## config.mk

```make
export PLATFORM = sky130hd
export DESIGN_NAME = eight_bit_divider_flat
export DESIGN_NICKNAME = d
export VERILOG_FILES = /design/src/rtl/eight_bit_divider_if.sv /design/src/rtl/eight_bit_divider.sv /design/src/flat_wrapper.sv
export SDC_FILE = /design/constraint.sdc
export NUM_CORES = 1
export LEC_CHECK = 0
export BUFFER_PORTS_ARGS = -buffer_cell sky130_fd_sc_hd__buf_4
export CAP_MARGIN = 25
export CORE_MARGIN = 3
export CORE_UTILIZATION = 45
export CTS_CLUSTER_DIAMETER = 40
export DETAILED_ROUTE_END_ITERATION = 7
export PLACE_DENSITY_LB_ADDON = 0.25
export SLEW_MARGIN = 40
export SYNTH_ARGS = -nofsm -noshare
export SYNTH_HDL_FRONTEND = slang
export SYNTH_SLANG_ARGS = --single-unit
export TNS_END_PERCENT = 10
```

## constraint.sdc

```tcl
create_clock -name clk -period 2.5 [get_ports clk]
set_clock_uncertainty 0.05 [all_clocks]
set_input_delay 0.375 -clock clk [delete_from_list [all_inputs] [get_ports clk]]
set_output_delay 0.375 -clock clk [all_outputs]
set_load 0.005 [all_outputs]
```

## src/rtl/eight_bit_divider_if.sv

```systemverilog
// Request/response bundle for the sequential unsigned divider.
// Latency: n/a (wires only); master drives operands and start, slave returns results.
// Backpressure: none; start is only honoured while the divider is idle.
interface eight_bit_divider_if #(
    parameter int DATA_W = 8
);
    logic                  start;
    logic [2*DATA_W-1:0]   dividend;
    logic [DATA_W-1:0]     divisor;
    logic                  busy;
    logic                  done;
    logic [2*DATA_W-1:0]   quotient;
    logic [DATA_W-1:0]     remainder;
    logic                  div_by_zero;

    modport master (
        output start, dividend, divisor,
        input  busy, done, quotient, remainder, div_by_zero
    );

    modport slave (
        input  start, dividend, divisor,
        output busy, done, quotient, remainder, div_by_zero
    );
endinterface

```

## src/rtl/eight_bit_divider.sv

```systemverilog
// Unsigned restoring divider, 2*DATA_W-bit dividend by DATA_W-bit divisor, one quotient bit per clock.
// Latency: done pulses 2*DATA_W+1 cycles after the start edge (1 cycle for a zero divisor).
// Backpressure: start is sampled only in IDLE; requests during CALC/DONE are dropped, not queued.
module eight_bit_divider #(
    parameter int DATA_W = 8
) (
    input  logic                clk,
    input  logic                rst_n,
    eight_bit_divider_if.slave  bus
);
    localparam int Q_W   = 2 * DATA_W;
    localparam int CNT_W = $clog2(Q_W);
    localparam logic [CNT_W-1:0] LAST_ITER = CNT_W'(Q_W - 1);

    typedef enum logic [1:0] {
        S_IDLE,
        S_CALC,
        S_DONE
    } state_t;

    state_t              r_state;
    // Partial remainder carries one extra bit so the shifted value never overflows the compare.
    logic [DATA_W:0]     r_prem;
    // Holds the remaining dividend bits; quotient bits shift in from the bottom as they are produced.
    logic [Q_W-1:0]      r_dvd;
    logic [DATA_W-1:0]   r_dvsr;
    logic [CNT_W-1:0]    r_cnt;
    logic                r_busy;
    logic                r_done;
    logic [Q_W-1:0]      r_quot;
    logic [DATA_W-1:0]   r_rem;
    logic                r_dbz;

    logic [DATA_W:0]     w_shift;
    logic                w_ge;
    logic [DATA_W:0]     w_prem_nxt;
    logic [Q_W-1:0]      w_dvd_nxt;

    // One restoring step: bring in the next dividend bit, subtract when it fits.
    // r_prem is always below the divisor, so its top bit is zero and dropping it is safe.
    assign w_shift    = {r_prem[DATA_W-1:0], r_dvd[Q_W-1]};
    assign w_ge       = (w_shift >= {1'b0, r_dvsr});
    assign w_prem_nxt = w_ge ? (w_shift - {1'b0, r_dvsr}) : w_shift;
    assign w_dvd_nxt  = {r_dvd[Q_W-2:0], w_ge};

    // Control FSM with registered status and result outputs.
    always_ff @(posedge clk or negedge rst_n) begin
        if (!rst_n) begin
            r_state <= S_IDLE;
            r_prem  <= '0;
            r_dvd   <= '0;
            r_dvsr  <= '0;
            r_cnt   <= '0;
            r_busy  <= 1'b0;
            r_done  <= 1'b0;
            r_quot  <= '0;
            r_rem   <= '0;
            r_dbz   <= 1'b0;
        end else begin
            r_done <= 1'b0;
            case (r_state)
                S_IDLE: begin
                    if (bus.start) begin
                        r_prem <= '0;
                        r_cnt  <= '0;
                        if (bus.divisor == '0) begin
                            // Zero divisor: skip the iterations and report saturated quotient.
                            r_quot  <= '1;
                            r_rem   <= bus.dividend[DATA_W-1:0];
                            r_dbz   <= 1'b1;
                            r_state <= S_DONE;
                        end else begin
                            r_dvd   <= bus.dividend;
                            r_dvsr  <= bus.divisor;
                            r_dbz   <= 1'b0;
                            r_busy  <= 1'b1;
                            r_state <= S_CALC;
                        end
                    end
                end
                S_CALC: begin
                    r_prem <= w_prem_nxt;
                    r_dvd  <= w_dvd_nxt;
                    r_cnt  <= r_cnt + 1'b1;
                    if (r_cnt == LAST_ITER) begin
                        r_quot  <= w_dvd_nxt;
                        r_rem   <= w_prem_nxt[DATA_W-1:0];
                        r_busy  <= 1'b0;
                        r_state <= S_DONE;
                    end
                end
                S_DONE: begin
                    // done is registered on the way out, so it is visible in the following cycle.
                    r_done  <= 1'b1;
                    r_state <= S_IDLE;
                end
                default: begin
                    r_busy  <= 1'b0;
                    r_state <= S_IDLE;
                end
            endcase
        end
    end

    assign bus.busy        = r_busy;
    assign bus.done        = r_done;
    assign bus.quotient    = r_quot;
    assign bus.remainder   = r_rem;
    assign bus.div_by_zero = r_dbz;

endmodule

```

## src/flat_wrapper.sv

```systemverilog
// flat-port wrapper written by rule: the top's interface ports become plain ports
module eight_bit_divider_flat 
#(
    parameter int DATA_W = 8
)
  (clk, rst_n, bus_start, bus_dividend, bus_divisor, bus_busy, bus_done, bus_quotient, bus_remainder, bus_div_by_zero);
  eight_bit_divider_if #(.DATA_W(DATA_W)) bus_i ();
  input  logic clk;
  input  logic rst_n;
  input wire logic [$bits(bus_i.start)-1:0] bus_start;
  input wire logic [$bits(bus_i.dividend)-1:0] bus_dividend;
  input wire logic [$bits(bus_i.divisor)-1:0] bus_divisor;
  output wire logic [$bits(bus_i.busy)-1:0] bus_busy;
  output wire logic [$bits(bus_i.done)-1:0] bus_done;
  output wire logic [$bits(bus_i.quotient)-1:0] bus_quotient;
  output wire logic [$bits(bus_i.remainder)-1:0] bus_remainder;
  output wire logic [$bits(bus_i.div_by_zero)-1:0] bus_div_by_zero;
  assign bus_i.start = bus_start;
  assign bus_i.dividend = bus_dividend;
  assign bus_i.divisor = bus_divisor;
  assign bus_busy = bus_i.busy;
  assign bus_done = bus_i.done;
  assign bus_quotient = bus_i.quotient;
  assign bus_remainder = bus_i.remainder;
  assign bus_div_by_zero = bus_i.div_by_zero;
  eight_bit_divider #(.DATA_W(DATA_W)) u_core (.clk(clk), .rst_n(rst_n), .bus(bus_i));
endmodule
```

==> metrics.md <==
| Metric | Value |
|---|---|
| Startpoint type of the worst setup path | flop |
| CTS tree | done |
| Final antenna diode count | 0 |
| PwrDens | 1410 nW/um^2 |
| Most frequent cells after synthesis | sky130_fd_sc_hd__dfrtp_1, sky130_fd_sc_hd__nand2_1, sky130_fd_sc_hd__nor2_1, sky130_fd_sc_hd__a31oi_1, sky130_fd_sc_hd__o21ai_0 |
| Iteration count of the initial detailed-routing pass | 4 |
| Synth area leaders | sky130_fd_sc_hd__dfrtp_1, sky130_fd_sc_hd__nand2_1, sky130_fd_sc_hd__nor2_1 |
| Post-detailed-placement half-perimeter wirelength | 6110 um |
| Largest fanout on the critical path | 3 |
| Count of standard-cell rows | 31 |
| Post-CTS setup repair buffer count | 0 |
| Std-Cell Core Area | 7450 sq um |
| # setup viols final | 0 |
| Kind of capture point of the worst setup path | flop |
| Uppermost signal routing layer after detailed routing | met4 |
| IO buf count | 53 |
| Top cell type's share of synthesized area | a little under half |
| GRT Total Usage | 20.3% |
| Netlist area before placement | about 3500 sq um |
| Number of top-level pins | 54 |
| Hold-fix buffer count after cts | 0 |
| Worst rel slew slack | 52.0% |
| YS warnings | 0 |
| Per-cell routed wire length | 15.5 um |
| First-pass GRT wire length | roughly 14000 um |
| Post-layout worst setup margin | 0.257 ns |
| Number of synthesized flops with an enable pin | 0 |
| Initial antenna violation count | 0 |
| Clock-pin slew on the worst setup and hold paths | 0.08 ns |
| Tightest Pin Transition | just over 0.7 ns |
| Max clock buf depth | 2 |
| Flop and latch count out of synthesis | 65 |
| Gates resized, CTS repair | 0 |
| Clock sinks | 65 |
| Worst hold slack | -0.0317 ns |
| Setup WS pre-CTS | 0.257 ns |
| Violated checks | hold timing |
| Portion of the clock cycle consumed by the worst path in the final layout | 89.7% |
| Starting Density | 47.4% |
| Arrival time at the worst endpoint | roughly 2.4 ns |
| Peak VDD IR | 0.789 mV |
| Total negative slack for setup checks | 0 ns |
| Classification of the worst-slack hold path | in -> async |
| F_max | 446 MHz |
| DR WL met2 | 3990 um |
| Max-capacitance violation count | 0 |
| Number of distinct library cells after synthesis | 54 |
| Largest net degree at the start of global routing | 66 |
| Met1 layer wirelength in the final routing | a little under 4000 um |
| Nets@finish | 479 |
| Most used standard cell by instance count after synthesis | sky130_fd_sc_hd__dfrtp_1 |
| Crit path kind | reg -> reg |
| DR DRC count | 0 |
| Die boundary width | 94.6 um |
| Minimum clock period | between 2 and 2.5 ns |
| Detailed router's first-iteration violation count | 136 |
| Share of the yosys chip area belonging to registers | 46.0% |
| Cell chosen for the clock root | sky130_fd_sc_hd__clkbuf_8 |
| Number of nets with antenna violations after detailed routing | 0 |
| Die height | 94.6 um |
| Result of the run | finished with violations |
| Top cell type by total area after synthesis | sky130_fd_sc_hd__dfrtp_1 |
| Ys async rst share | 100% |
| Total die area | roughly 9000 sq um |
| Area Overhead vs Synth | 18.4% |
| Top flip-flop cell by instance count after synthesis | sky130_fd_sc_hd__dfrtp_1 |
| Layout cell share with drive strength beyond 1 | about 26% |
| Cells after synthesis | about 390 |
| Required time of the critical path | 2.70 ns |
| Setup repair after global routing missed its margin | no |
| Final estimated routing congestion in global placement | about 0.92 |
| Total length of routed wires | ~8500 um |
| Total overflow reported by the global router | 0 |
| Number of hold-slack violations in the final timing report | 65 |
| # H-tree levels | 3 |
| Via count of the first global-routing pass | a little under 3000 |
| Number of buffers created by CTS | 9 |
| Clk_lat worst skew | ~0.34 ns |
| Leakage power total | 1.85 nW |
| Net count of the mapped netlist | 426 |
| Max-slew violation count | 0 |
| Routed wire length on met3 | 514 um |
| Layout Utilization | 56.2% |
| Number of filler cells placed in the layout | slightly below 700 |
| Via total after detailed routing | approximately 3000 |
| Detail-routed via count per cell | approximately 5.5 |
| Synthesized area per cell | between 9 and 10 sq um |
## metal layers
| layer | vias up | GRT usage, % |
|---|---|---|
| met5 | - | 0 |
| met1 | 1442 | 27.8 |
| met2 | 90 | 32.4 |
| met4 | 0 | 6.61 |
| li1 | 1477 | - |
| met3 | 9 | 3.82 |
## layout make-up
cell class	count	area [sq um]	area share (%)
Multi-Input combinational cell	287	1690	40.4
Sequential cell	65	1630	38.9
Timing Repair Buffer	64	484	11.6
Clock buffer	9	124	2.96
Tap cell	99	124	2.96
Clock inverter	7	71.3	1.71
Inverter	15	61.3	1.47
## where the power goes
group | leakage [nW] | internal [mW] | switching, mW
combinational | 0.999 | 1.30 | 1.84
clock | 0.0912 | 0.458 | 0.424
sequential | 0.760 | 1.52 | 0.345
total | 1.85 | 3.28 | 2.61
## stage by stage
| step | power, mW | instances | area [sq um] |
|---|---|---|---|
| floorplan | 4.14 | 389 | 3530 |
| global placement | 4.89 | 530 | 3980 |
| detailed placement | 4.98 | 530 | 3980 |
| CTS | 5.89 | 546 | 4180 |
| global route | 6.42 | 546 | 4180 |
| finish | 5.88 | 546 | 4180 |
## cell families after synthesis
group           synth area share [%]
flops                           46.0
simple gates                    22.2
mux                            0.319
fa+ha+maj                       3.75
compound gates                  20.4
buf+inv                         6.34
xor+xnor                       0.992
## registers in the layout, indices dropped and copies added (netlist names)
name                    count
u_core.bus.busy             1
u_core.bus.div_by_zero      1
u_core.bus.done             1
u_core.bus.quotient        16
u_core.bus.remainder        8
u_core.r_cnt                4
u_core.r_dvd               16
u_core.r_dvsr               8
u_core.r_prem               8
u_core.r_state              2
## final timing paths
check,from,endpoint,slack (ns),depth (start not counted)
min reg2reg,u_core.bus.div_by_zero$_DFFE_PN0P_,u_core.bus.div_by_zero$_DFFE_PN0P_,0.44,2
max,u_core.r_dvd[15]$_DFFE_PN0P_,u_core.r_prem[6]$_DFFE_PN0P_,0.26,8
min,rst_n,u_core.bus.quotient[1]$_DFFE_PN0P_,-0.03,1
max reg2reg,u_core.r_dvd[15]$_DFFE_PN0P_,u_core.r_prem[6]$_DFFE_PN0P_,0.26,8
max in group asynchronous,rst_n,u_core.r_dvsr[6]$_DFFE_PN0P_,2.03,1
min in group clk,bus_divisor[1],u_core.r_dvsr[1]$_DFFE_PN0P_,0.19,3
## cells in the final DEF (no fill, tap or decap), types with 4 or more instances in the layout
master / instances
sky130_fd_sc_hd__o21ai_0: 22
sky130_fd_sc_hd__inv_1: 14
sky130_fd_sc_hd__nand2_1: 56
sky130_fd_sc_hd__or3_1: 5
sky130_fd_sc_hd__dfrtp_1: 65
sky130_fd_sc_hd__nor2_2: 4
sky130_fd_sc_hd__nor2_1: 54
sky130_fd_sc_hd__o211ai_1: 7
sky130_fd_sc_hd__a31oi_1: 22
sky130_fd_sc_hd__o22ai_1: 4
sky130_fd_sc_hd__clkbuf_8: 9
sky130_fd_sc_hd__nand4_1: 6
sky130_fd_sc_hd__nand3_1: 13
sky130_fd_sc_hd__buf_4: 63
sky130_fd_sc_hd__ha_1: 9
sky130_fd_sc_hd__a21oi_1: 11
sky130_fd_sc_hd__a21oi_2: 14
sky130_fd_sc_hd__nor3_1: 8
## critical path, stage by stage, from the launching register on
cell,delay [ns]
sky130_fd_sc_hd__dfrtp_1,0.38
sky130_fd_sc_hd__inv_1,0.08
sky130_fd_sc_hd__ha_1,0.22
sky130_fd_sc_hd__fa_1,0.41
sky130_fd_sc_hd__nand2b_1,0.20
sky130_fd_sc_hd__a2111o_1,0.36
sky130_fd_sc_hd__o311ai_0,0.12
sky130_fd_sc_hd__o21ai_1,0.16
sky130_fd_sc_hd__o211ai_1,0.18
Note: power is estimated with default switching activity, not from simulation.
